**src/rtl/sdrc_wb_arbiter.sv**
```systemverilog
// Two-master round-robin Wishbone arbiter in front of the SDRAM controller slave port.
// A grant is held for the whole cyc. An optional watchdog errors out accesses the slave never acks.
module sdrc_wb_arbiter #(
  parameter int AW     = 26,
  parameter int DW     = 32,
  parameter int SW     = DW / 8,
  parameter int TO_CYC = 256,
  parameter int CNT_W  = 9
) (
  input  logic          wb_clk_i,
  input  logic          wb_rst_i,

  input  logic          m0_cyc_i,
  input  logic          m0_stb_i,
  input  logic          m0_we_i,
  input  logic [AW-1:0] m0_addr_i,
  input  logic [DW-1:0] m0_dat_i,
  input  logic [SW-1:0] m0_sel_i,
  input  logic [2:0]    m0_cti_i,
  output logic [DW-1:0] m0_dat_o,
  output logic          m0_ack_o,
  output logic          m0_err_o,

  input  logic          m1_cyc_i,
  input  logic          m1_stb_i,
  input  logic          m1_we_i,
  input  logic [AW-1:0] m1_addr_i,
  input  logic [DW-1:0] m1_dat_i,
  input  logic [SW-1:0] m1_sel_i,
  input  logic [2:0]    m1_cti_i,
  output logic [DW-1:0] m1_dat_o,
  output logic          m1_ack_o,
  output logic          m1_err_o,

  output logic          s_cyc_o,
  output logic          s_stb_o,
  output logic          s_we_o,
  output logic [AW-1:0] s_addr_o,
  output logic [DW-1:0] s_dat_o,
  output logic [SW-1:0] s_sel_o,
  output logic [2:0]    s_cti_o,
  input  logic [DW-1:0] s_dat_i,
  input  logic          s_ack_i,

  output logic [1:0]    gnt_o,
  output logic          timeout_o
);

  typedef enum logic [2:0] {
    IDLE   = 3'd0,
    GNT0   = 3'd1,
    GNT1   = 3'd2,
    DRAIN0 = 3'd3,
    DRAIN1 = 3'd4
  } state_t;

  localparam bit             WD_EN     = (TO_CYC > 0);
  localparam int             TO_LAST_I = (TO_CYC > 0) ? (TO_CYC - 1) : 0;
  localparam logic [CNT_W-1:0] TO_LAST = TO_LAST_I[CNT_W-1:0];

  state_t           state_r;
  state_t           state_nx_s;
  logic             last_gnt_r;
  logic [CNT_W-1:0] wd_cnt_r;
  logic             stb_act_s;
  logic             expire_s;

  // State register
  always_ff @(posedge wb_clk_i or posedge wb_rst_i) begin
    if (wb_rst_i) begin
      state_r <= IDLE;
    end else begin
      state_r <= state_nx_s;
    end
  end

  // Owner of the most recently finished cycle; reset value lets master 0 win the first tie
  always_ff @(posedge wb_clk_i or posedge wb_rst_i) begin
    if (wb_rst_i) begin
      last_gnt_r <= 1'b1;
    end else begin
      case (state_r)
        GNT0, DRAIN0: last_gnt_r <= m0_cyc_i ? last_gnt_r : 1'b0;
        GNT1, DRAIN1: last_gnt_r <= m1_cyc_i ? last_gnt_r : 1'b1;
        default:      last_gnt_r <= last_gnt_r;
      endcase
    end
  end

  // Strobe from the owning master that the slave has not yet acked
  always_comb begin
    stb_act_s = 1'b0;
    case (state_r)
      GNT0:    stb_act_s = m0_cyc_i & m0_stb_i;
      GNT1:    stb_act_s = m1_cyc_i & m1_stb_i;
      default: stb_act_s = 1'b0;
    endcase
  end

  // An ack arriving in the expiry cycle wins over the timeout
  assign expire_s = WD_EN && stb_act_s && !s_ack_i && (wd_cnt_r == TO_LAST);

  // Watchdog: counts consecutive un-acked strobe cycles within one grant
  always_ff @(posedge wb_clk_i or posedge wb_rst_i) begin
    if (wb_rst_i) begin
      wd_cnt_r <= '0;
    end else if (!WD_EN) begin
      wd_cnt_r <= '0;
    end else if (state_nx_s != state_r) begin
      wd_cnt_r <= '0;
    end else if (stb_act_s && !s_ack_i) begin
      wd_cnt_r <= wd_cnt_r + CNT_W'(1);
    end else begin
      wd_cnt_r <= '0;
    end
  end

  // Next-state logic: round-robin on ties, handover without an idle cycle
  always_comb begin
    state_nx_s = state_r;
    case (state_r)
      IDLE: begin
        if (m0_cyc_i && m1_cyc_i) begin
          state_nx_s = last_gnt_r ? GNT0 : GNT1;
        end else if (m0_cyc_i) begin
          state_nx_s = GNT0;
        end else if (m1_cyc_i) begin
          state_nx_s = GNT1;
        end else begin
          state_nx_s = IDLE;
        end
      end
      GNT0: begin
        if (!m0_cyc_i) begin
          state_nx_s = m1_cyc_i ? GNT1 : IDLE;
        end else if (expire_s) begin
          state_nx_s = DRAIN0;
        end else begin
          state_nx_s = GNT0;
        end
      end
      GNT1: begin
        if (!m1_cyc_i) begin
          state_nx_s = m0_cyc_i ? GNT0 : IDLE;
        end else if (expire_s) begin
          state_nx_s = DRAIN1;
        end else begin
          state_nx_s = GNT1;
        end
      end
      DRAIN0: begin
        if (!m0_cyc_i) begin
          state_nx_s = m1_cyc_i ? GNT1 : IDLE;
        end else begin
          state_nx_s = DRAIN0;
        end
      end
      DRAIN1: begin
        if (!m1_cyc_i) begin
          state_nx_s = m0_cyc_i ? GNT0 : IDLE;
        end else begin
          state_nx_s = DRAIN1;
        end
      end
      default: state_nx_s = IDLE;
    endcase
  end

  // Output mux: combinational pass-through for the owner, zeros elsewhere and during reset
  always_comb begin
    s_cyc_o   = 1'b0;
    s_stb_o   = 1'b0;
    s_we_o    = 1'b0;
    s_addr_o  = '0;
    s_dat_o   = '0;
    s_sel_o   = '0;
    s_cti_o   = 3'b000;
    m0_dat_o  = '0;
    m0_ack_o  = 1'b0;
    m0_err_o  = 1'b0;
    m1_dat_o  = '0;
    m1_ack_o  = 1'b0;
    m1_err_o  = 1'b0;
    gnt_o     = 2'b00;
    timeout_o = 1'b0;
    if (wb_rst_i) begin
      gnt_o = 2'b00;
    end else begin
      case (state_r)
        GNT0: begin
          s_cyc_o   = m0_cyc_i & ~expire_s;
          s_stb_o   = m0_stb_i & ~expire_s;
          s_we_o    = m0_we_i;
          s_addr_o  = m0_addr_i;
          s_dat_o   = m0_dat_i;
          s_sel_o   = m0_sel_i;
          s_cti_o   = m0_cti_i;
          m0_dat_o  = s_dat_i;
          m0_ack_o  = s_ack_i;
          m0_err_o  = expire_s;
          gnt_o     = 2'b01;
          timeout_o = expire_s;
        end
        GNT1: begin
          s_cyc_o   = m1_cyc_i & ~expire_s;
          s_stb_o   = m1_stb_i & ~expire_s;
          s_we_o    = m1_we_i;
          s_addr_o  = m1_addr_i;
          s_dat_o   = m1_dat_i;
          s_sel_o   = m1_sel_i;
          s_cti_o   = m1_cti_i;
          m1_dat_o  = s_dat_i;
          m1_ack_o  = s_ack_i;
          m1_err_o  = expire_s;
          gnt_o     = 2'b10;
          timeout_o = expire_s;
        end
        DRAIN0:  gnt_o = 2'b01;
        DRAIN1:  gnt_o = 2'b10;
        default: gnt_o = 2'b00;
      endcase
    end
  end

endmodule

```
**config.mk**
```make
export PLATFORM = sky130hd
export DESIGN_NAME = sdrc_wb_arbiter
export DESIGN_NICKNAME = d
export VERILOG_FILES = /design/src/rtl/sdrc_wb_arbiter.sv
export SDC_FILE = /design/constraint.sdc
export NUM_CORES = 1
export LEC_CHECK = 0
export BUFFER_PORTS_ARGS = -buffer_cell sky130_fd_sc_hd__buf_2
export CAP_MARGIN = 20
export CORE_AREA = 2 2 119 121
export CTS_CLUSTER_SIZE = 24
export DETAILED_ROUTE_END_ITERATION = 6
export DIE_AREA = 0 0 121 123
export PLACE_DENSITY = 0.54
export RECOVER_POWER = 25
export SLEW_MARGIN = 0
export SYNTH_ARGS = -nofsm -noshare
export SYNTH_HDL_FRONTEND = slang
export SYNTH_SLANG_ARGS = --single-unit
```
**constraint.sdc**
```tcl
create_clock -name wb_clk_i -period 5.4 [get_ports wb_clk_i]
set_input_delay 0.27 -clock wb_clk_i [delete_from_list [all_inputs] [get_ports wb_clk_i]]
set_output_delay 0.27 -clock wb_clk_i [all_outputs]
set_load 0.02 [all_outputs]
```
==> results of run 1 <==
## logic make-up (layout without fill, tap and decap cells)
logic type | count (synthesis) | after routing
AO/OA/AOI/OAI | 79 | 79
XOR/XNOR | 7 | 7
adder cells (fa/ha/maj) | 2 | 2
buffers and inverters | 31 | 322
flip-flops | 13 | 13
AND/OR/NAND/NOR | 113 | 113
## sequential cells by signal, summed over array words and instances (netlist names)
register,count
last_gnt_r,1
state_r,3
wd_cnt_r,9
## cells in the mapped netlist, types with 2 or more instances
master,instances,area [um^2]
a21boi_1,2,15.0
a21oi_1,3,15.0
a22o_1,66,578
and2_1,34,213
and3_1,34,213
buf_2,9,45.0
buf_4,4,30.0
clkbuf_1,12,45.0
clkbuf_2,2,10.0
dfrtp_1,12,300
ha_1,2,25.0
inv_1,4,15.0
nand2_1,7,26.3
nand3_1,3,15.0
nor2_1,17,63.8
nor2b_1,2,12.5
nor4_1,2,12.5
xnor2_1,2,17.5
xor2_1,5,43.8
## worst paths after layout
path | to | start | slack [ps] | cells after the start
max reg2reg | wd_cnt_r[2] | wd_cnt_r[0] | 3170 | 8
max in group asynchronous | wd_cnt_r[3] | wb_rst_i | 3600 | 3
min reg2reg | last_gnt_r | last_gnt_r | 510 | 2
min | state_r[2] | wb_rst_i | 130 | 2
min in group wb_clk_i | state_r[0] | m0_cyc_i | 350 | 2
max | m0_dat_o[27] | wb_rst_i | 2690 | 5
## per-stage QoR
step	setup slack (ps)	power, W
CTS	2540	0.000593
finish	2690	0.000589
global route	2350	0.000625
global placement	2550	0.000450
detailed placement	2810	0.000449
floorplan	3410	0.000302
## power by group
part	leakage [nW]	internal [W]	switching, W
clock	0.0382	0.0000996	0.0000406
combinational	1.99	0.000140	0.000199
sequential	0.174	0.000103	0.00000751
## cell type report
| type | instances | share of cell area |
|---|---|---|
| clock buffers | 4 | 0.0214 |
| inverters | 4 | 0.00408 |
| multi-input cells | 201 | 0.396 |
| flip-flops and latches | 13 | 0.0888 |
| well taps | 180 | 0.0612 |
| repair buffers | 314 | 0.429 |
## cell usage in the layout, fill, tap and decap left out, types with 2 or more instances in the layout
cell	n
nor2_1	17
and3_1	34
inv_1	4
buf_2	285
a21boi_1	2
nor4_1	2
ha_1	2
nand2b_1	2
clkbuf_16	3
xnor2_1	2
nor3_4	2
dfrtp_1	12
clkbuf_1	26
buf_8	2
nand3_1	3
nor2b_1	2
nand2_1	7
a21oi_1	3
a22o_1	66
and2_1	33
xor2_1	5
## routing by layer
| layer | GRT usage | vias up | part of all wire |
|---|---|---|---|
| li1 | - | 1501 | - |
| met1 | 0.169 | 1398 | 0.41 |
| met2 | 0.208 | 189 | 0.47 |
| met3 | 0.0327 | 4 | 0.11 |
| met4 | 0.0218 | 0 | 0.0087 |
| met5 | 0 | - | 0 |
==> out/results.ini, run 1 <==
[floorplanning]
start_util=0.141
core_um2=13600
die-width_um=121
ioPinCount=310
die_h_um=123
fp-row-count=43
dieArea_um2=14900

[clock_tree]
cts_sinks=13
clkTransAtPathRegs_ps=50
ctsResizeCount=0
root_buffer=clkbuf_16
post-cts-setup-buffers=0
worst_skew_pair.late_latency_ps=240
cts_tree=yes
cts_max_path_buffers=2
cts_buffers=3
h-tree-depth=1
hold_buffers=0

[placed_design]
placed_cell_area_um2=3620
post-dp-hpwl_um=9250
globalplace.congestion=0.835
placedCellCount=711
portBuffers=309

[sta]
setup_viol_count_final=0
holdWs_ps=128
relSlewSlack=-0.0164
fin_crit_ps=2710
tns_ps=0
fmax_mhz=369
clock_skew_ps=4.16
worst_pin_slew_ps=1520
period_share=0.503
hold_violations=0
slew_violations=43
rsz0062_at_grt=false

[yosys]
syn_area_um2=1920
synth.distinct_cells=42
synth_compound_area_frac=0.349
syn_avg_cell_area_um2=7.85
synth_fa_ha_area_frac=0.0130
synth_top_family_by_area=simple AND/OR/NAND/NOR gates
syn-num-nets=418
synthArstFlopShare=1.00
yosys_most_used_dff=dfrtp_1
syn_inst=245
synth_mux_area_frac=0
synth_xor_xnor_area_share=0.0319
synth-edff-count=0
seq_area_frac_synth=0.170
yosys_warnings=0
synth-seq-cells=13
synth-simple-area-share=0.360

[worst_setup_path]
crit_family=buffers and inverters
crit_required_ps=5130
start_kind=input pin
crit_chain=clkbuf_1 -> inv_1 -> clkbuf_1 -> and3_1 -> clkbuf_1
crit_top_cell=clkbuf_1
worst_setup_path_end_kind=primary output
critPathMaxFanout=42
max_stage_delay_ps=1130
critPathBufInv=4
cp.arrival_ps=2440
slowest_stage=clkbuf_1
criticalPathCategory=in2out

[run_status]
violations=max-capacitance violations, max-slew violations
outcome=finished with violations

[detailed_routing]
vias=3092
wl_um=11200
ant_nets=0
drt-pass1-iter-count=4
routed_wire_length_per_instance_um=15.6
route.detailed.drc=0
viasPerCell=4.32
first_iter_violations=169

[final_layout]
n_fill_cell=1487
nets=710
drive_gt1_frac=0.560
ff_latch_area_um2=327
num_antenna_cells=0
multiInputGateArea_um2=1460
final_core_util=0.270
synthToLayoutAreaGrowth_pct=91.3
stdcell_area_um2=3680
instances_no_fill=716

[pwr]
ir_drop_mv=0.0872
power_leakage_nw=2.21
powerDensity_nw_per_um2=160

[grt]
grt_max_degree=69
grt_pass1_wl_um=14700
grt_use_total=0.126
grt.overflow.total=0
first_global_vias=2665
grt_antenna_before_repair=0

[hold_path]
min_path_type=in2async

[flow_run]
maxCapViolCount=1

No activity file was read; power rests on OpenSTA's default activity.
==> run 2, diff against run 1 <==
--- a/config.mk
+++ b/config.mk
@@ -5,13 +5,14 @@
 export SDC_FILE = /design/constraint.sdc
 export NUM_CORES = 1
 export LEC_CHECK = 0
+export ABC_AREA = 1
 export BUFFER_PORTS_ARGS = -buffer_cell sky130_fd_sc_hd__buf_2
 export CAP_MARGIN = 20
-export CORE_AREA = 2 2 119 121
+export CORE_AREA = 2 2 121 123
 export CTS_CLUSTER_SIZE = 24
 export DETAILED_ROUTE_END_ITERATION = 6
-export DIE_AREA = 0 0 121 123
-export PLACE_DENSITY = 0.54
+export DIE_AREA = 0 0 123 125
+export PLACE_DENSITY = 0.55
 export RECOVER_POWER = 25
 export SLEW_MARGIN = 0
 export SYNTH_ARGS = -nofsm -noshare
==> constraint.sdc (replaced) <==
create_clock -name wb_clk_i -period 2.7 [get_ports wb_clk_i]
set_input_delay 0.135 -clock wb_clk_i [delete_from_list [all_inputs] [get_ports wb_clk_i]]
set_output_delay 0.135 -clock wb_clk_i [all_outputs]
set_load 0.02 [all_outputs]
==> out/results.ini, run 2 <==
[run_status]
outcome=completed

[detailed_routing]
viasPerCell=4.25
routed_wire_length_per_instance_um=12.5
vias=3866
route.detailed.drc=0
ant_nets=0
first_iter_violations=200
wl_um=11400
drt-pass1-iter-count=4

[sta]
hold_violations=0
relSlewSlack=0.500
worst_pin_slew_ps=749
holdWs_ps=207
clock_skew_ps=1.00
fin_crit_ps=2300
tns_ps=0
fmax_mhz=435
setup_viol_count_final=0
rsz0062_at_grt=false
slew_violations=0
period_share=0.851

[clock_tree]
h-tree-depth=1
worst_skew_pair.late_latency_ps=240
post-cts-setup-buffers=0
cts_tree=yes
cts_sinks=13
cts_buffers=3
root_buffer=clkbuf_16
cts_max_path_buffers=2
clkTransAtPathRegs_ps=40

[yosys]
ys_top_cells_by_count=nand3_1 (140), nor2_1 (92), nand2_1 (83)
yosys_most_used_dff=dfrtp_1
synth-seq-cells=13
syn_area_um2=2230
synth-edff-count=0
seq_area_frac_synth=0.147
synth.distinct_cells=24
synth_top_area_frac=0.315
yosysMostFrequentCell=nand3_1
yosys_warnings=0
syn_inst=438
synthArstFlopShare=1.00
syn_avg_cell_area_um2=5.08
synth_top_cell_by_area=nand3_1
syn-num-nets=611
ys_top_cells_by_area=nand3_1 (31%), nor2_1 (16%), nand2_1 (14%)

[worst_setup_path]
criticalPathCategory=in2out
crit_chain=dlygate4sd3_1 -> clkbuf_1 -> nor2_4 -> clkbuf_4 -> nand3_1 -> nand2_1 -> clkbuf_1
crit_required_ps=2570
start_kind=input pin
cp.arrival_ps=2160
max_stage_delay_ps=580
reg2reg_depth=12
slowest_stage=clkbuf_4
regToRegSetupSlack_ps=570
worst_setup_path_end_kind=primary output
crit_top_cell=clkbuf_1
critPathMaxFanout=67

[final_layout]
stdcell_area_um2=3990
final_cell_mix=buf_2 (295), nand3_1 (142), nor2_1 (92), nand2_1 (85), inv_1 (45)
mostFrequentLayoutCell=buf_2
nets=899
biggestRegsByFlops=wd_cnt_r x9, state_r x3, last_gnt_r x1
drive_gt1_frac=0.434
synthToLayoutAreaGrowth_pct=79.3
largest_reg_flops=9
regMostFlops=wd_cnt_r

[flow_run]
maxCapViolCount=0

[pwr]
power_frac_comb=0.631
sw_frac_of_total=0.487
internal_power_w=0.000685
seqPwrFrac=0.160
switching_power_w=0.000651
power_leakage_nw=2.70
ir_drop_mv=0.165
powerDensity_nw_per_um2=335
clkPwrFrac=0.209
power_w=0.00134

[floorplanning]
core_um2=14200
die_h_um=125
ioPinCount=310
fp-row-count=44
dieArea_um2=15400
start_util=0.157
die-width_um=123

[grt]
grt.overflow.total=0
grt_use_total=0.136
grt_pass1_wl_um=17100
first_global_vias=3456
grt_max_degree=72
grt_antenna_before_repair=1

[placed_design]
globalplace.congestion=0.800
placed_cell_area_um2=3960
portBuffers=309
post-dp-hpwl_um=9010

[hold_path]
holdPathStages=3
min_path_type=in2reg

## run 2: cell types whose count changed after synthesis, sizes merged, moves of 34 or more
cell,change
nor2,+78
nand2,+80
and3,-34
nand3,+139
a22o,-66
and2,-34
inv,+43
## run 2: power by group through the flow
| stage | Combinational [W] | Sequential (W) | Clock, W |
|---|---|---|---|
| 2_1_floorplan | 0.000508 | 0.000215 | 0 |
| 3_3_place_gp | 0.000865 | 0.000217 | 0 |
| 3_5_place_dp | 0.000859 | 0.000217 | 0 |
| 4_1_cts | 0.000863 | 0.000214 | 0.000286 |
| 5_1_grt | 0.000933 | 0.000215 | 0.000297 |
| 6_report | 0.000843 | 0.000214 | 0.000279 |
## run 2: path summary, 6_finish.rpt
| path | start | endpoint |
|---|---|---|
| max | wb_rst_i | s_dat_o[23] |
| min | m1_cyc_i | state_r[2] |
| max reg2reg | wd_cnt_r[0] | wd_cnt_r[0] |
| min reg2reg | wd_cnt_r[0] | wd_cnt_r[0] |
| max in group asynchronous | wb_rst_i | last_gnt_r |
| min in group asynchronous | wb_rst_i | wd_cnt_r[1] |
## run 2: cell families (layout without fill, tap and decap cells)
family / Yosys count / in the layout / synth area share
xor gates and xnor gates: 6 / 6 / 0.0236
DFF: 13 / 13 / 0.147
other: 0 / 1 / 0
and+or+nand+nor: 330 / 330 / 0.662
buffers and inverters: 83 / 370 / 0.146
AOI/OAI and AO/OA: 4 / 4 / 0.0107
adders and majority gates: 2 / 2 / 0.0112
## run 2: area by class of cell
cell class | count | area [um^2]
fill | 1651 | 10200
timing repair buffer | 318 | 1620
multi-input combinational | 342 | 1550
sequential | 13 | 327
tap | 184 | 230
inverter | 48 | 180
clock buffer | 4 | 78.8
antenna | 1 | 2.50
## run 2: worst max-delay path: cells and delay by family
kind	cells	cell delay [ps]
buffers and inverters	4	1570
AND/OR/NAND/NOR	3	400
## run 2: routing by layer
metal	global-route usage	vias up	wire, um
met1	0.168	1656	4710
met2	0.253	226	5480
met5	0	-	0
met4	0.0214	0	112
met3	0.0192	12	1050
li1	-	1972	-
## run 2: what timing repair did
| item | CTS | global route |
|---|---|---|
| gates resized for setup | 0 | 0 |
| endpoints found under the setup margin | 0 | 0 |
| endpoints found under the hold margin | 12 | 0 |
| hold buffers | 1 | 0 |
## run 2: through the flow
step           instances  worst slack (ps)  utilization
2_1_floorplan        438              1040            -
3_3_place_gp         904               912        0.279
3_5_place_dp         904               877        0.279
4_1_cts              909               532        0.285
5_1_grt              909               228        0.281
6_report             910               401        0.281
==> run 3, diff against run 2 <==
==> constraint.sdc (replaced) <==
create_clock -name wb_clk_i -period 2.5 [get_ports wb_clk_i]
set_input_delay 0.125 -clock wb_clk_i [delete_from_list [all_inputs] [get_ports wb_clk_i]]
set_output_delay 0.125 -clock wb_clk_i [all_outputs]
set_load 0.02 [all_outputs]
==> out/results.ini, run 3 (synthesized netlist as in run 2, its figures left out) <==
[worst_setup_path]
r2r-start=state_r[1]
regToRegSetupSlack_ps=620
worst_setup_path_end_kind=primary output
start_kind=input pin
r2r_end=wd_cnt_r[3]
startpoint=wb_rst_i
critPathMaxFanout=34
crit_required_ps=2380
critPathCapture=m1_dat_o[10]
reg2reg_depth=12
criticalPathCategory=in2out
cp.arrival_ps=2010

[clock_tree]
worst_skew_pair.late_latency_ps=240
h-tree-depth=1
cts_sinks=13
ctsResizeCount=0
cts_tree=yes
cts_buffers=3
post-cts-setup-buffers=0
clkTransAtPathRegs_ps=40
cts_max_path_buffers=2
root_buffer=clkbuf_16

[detailed_routing]
routed_wire_length_per_instance_um=12.6
vias=3838
first_iter_violations=202
route.detailed.drc=0
ant_nets=0
viasPerCell=4.21
wl_um=11500
drt-pass1-iter-count=4

[final_layout]
instances_no_fill=911
n_fill_cell=1675
nets=901
mostFrequentLayoutCell=buf_2
final_core_util=0.283
final_cell_mix=buf_2 (288), nand3_1 (140), nor2_1 (92), nand2_1 (84), inv_1 (45)
largest_reg_flops=9
ff_latch_area_um2=327
stdcell_area_um2=4030
multiInputGateArea_um2=1580
synthToLayoutAreaGrowth_pct=80.7
drive_gt1_frac=0.431
num_antenna_cells=0
regMostFlops=wd_cnt_r
biggestRegsByFlops=wd_cnt_r x9, state_r x3, last_gnt_r x1

[sta]
clock_skew_ps=1.53
setup_viol_count_final=0
tns_ps=0
slew_violations=0
period_share=0.855
fmax_mhz=468
fin_crit_ps=2140
rsz0062_at_grt=false
worst_pin_slew_ps=389
hold_violations=0
relSlewSlack=0.740
holdWs_ps=199

[flow_run]
maxCapViolCount=0

[placed_design]
placed_cell_area_um2=3970
portBuffers=309
globalplace.congestion=0.824
placedCellCount=906
post-dp-hpwl_um=9240

[grt]
grt_use_total=0.137
grt_pass1_wl_um=17100
first_global_vias=3463
grt_max_degree=68
grt_antenna_before_repair=1
grt.overflow.total=0

[pwr]
powerDensity_nw_per_um2=361
ir_drop_mv=0.187
power_leakage_nw=2.68

[floorplanning]
core_um2=14200
dieArea_um2=15400
die-width_um=123
die_h_um=125
ioPinCount=310
fp-row-count=44
start_util=0.157

[hold_path]
min_path_type=in2reg

[run_status]
outcome=completed

[run 3: changes by cell type in the layout (fill, tap and decap cells not counted), sizes merged]
cell / previous run / this run
clkbuf: 19 / 25
buf: 302 / 298
diode: 1 / 0
[run 3: worst min path at each step]
stage	from	cells after the start	to	slack [ps]
finish	m1_cyc_i	3	state_r[2]	200
CTS	m1_cyc_i	3	state_r[2]	190
global route	m1_cyc_i	3	state_r[2]	220
floorplan	m1_cyc_i	2	state_r[2]	240
detailed placement	wb_rst_i	2	wd_cnt_r[1]	200
global placement	wb_rst_i	2	state_r[0]	200
[run 3: metal layers]
layer | up-vias | wire length (um) | GRT usage
met4 | 2 | 92 | 0.0221
li1 | 1975 | - | -
met5 | - | 13 | 0
met3 | 11 | 1010 | 0.0173
met2 | 218 | 5610 | 0.256
met1 | 1632 | 4790 | 0.168
[run 3: area by class of cell]
cell class / instances / share of cell area
inverter: 48 / 0.0448
timing repair buffer: 320 / 0.405
sequential: 13 / 0.0811
tap: 184 / 0.0572
multi-input combinational: 342 / 0.392
clock buffer: 4 / 0.0196
[run 3: critical path, stage by stage]
cell,delay (ps)
dlygate4sd3_1,520
clkbuf_1,310
inv_2,260
nand2_1,150
buf_4,350
nor2_1,100
buf_2,170
[run 3: timing repair]
| item | in CTS | in global routing |
|---|---|---|
| hold buffers | 1 | 0 |
| endpoints found under the setup margin | 0 | 0 |
| endpoints found under the hold margin | 12 | 0 |
[run 3: through the flow]
step           power [W]  setup slack (ps)
2_1_floorplan   0.000780               844
3_3_place_gp     0.00117               652
3_5_place_dp     0.00116               647
4_1_cts          0.00147               409
5_1_grt          0.00157               231
6_report         0.00145               363
[run 3: power breakdown]
part / leakage (nW) / internal (W) / switching [W] / total [W]
logic: 2.47 / 0.000306 / 0.000615 / 0.000921
clock network: 0.0382 / 0.000215 / 0.0000847 / 0.000299
registers: 0.175 / 0.000223 / 0.00000862 / 0.000231
total: 2.68 / 0.000743 / 0.000708 / 0.00145
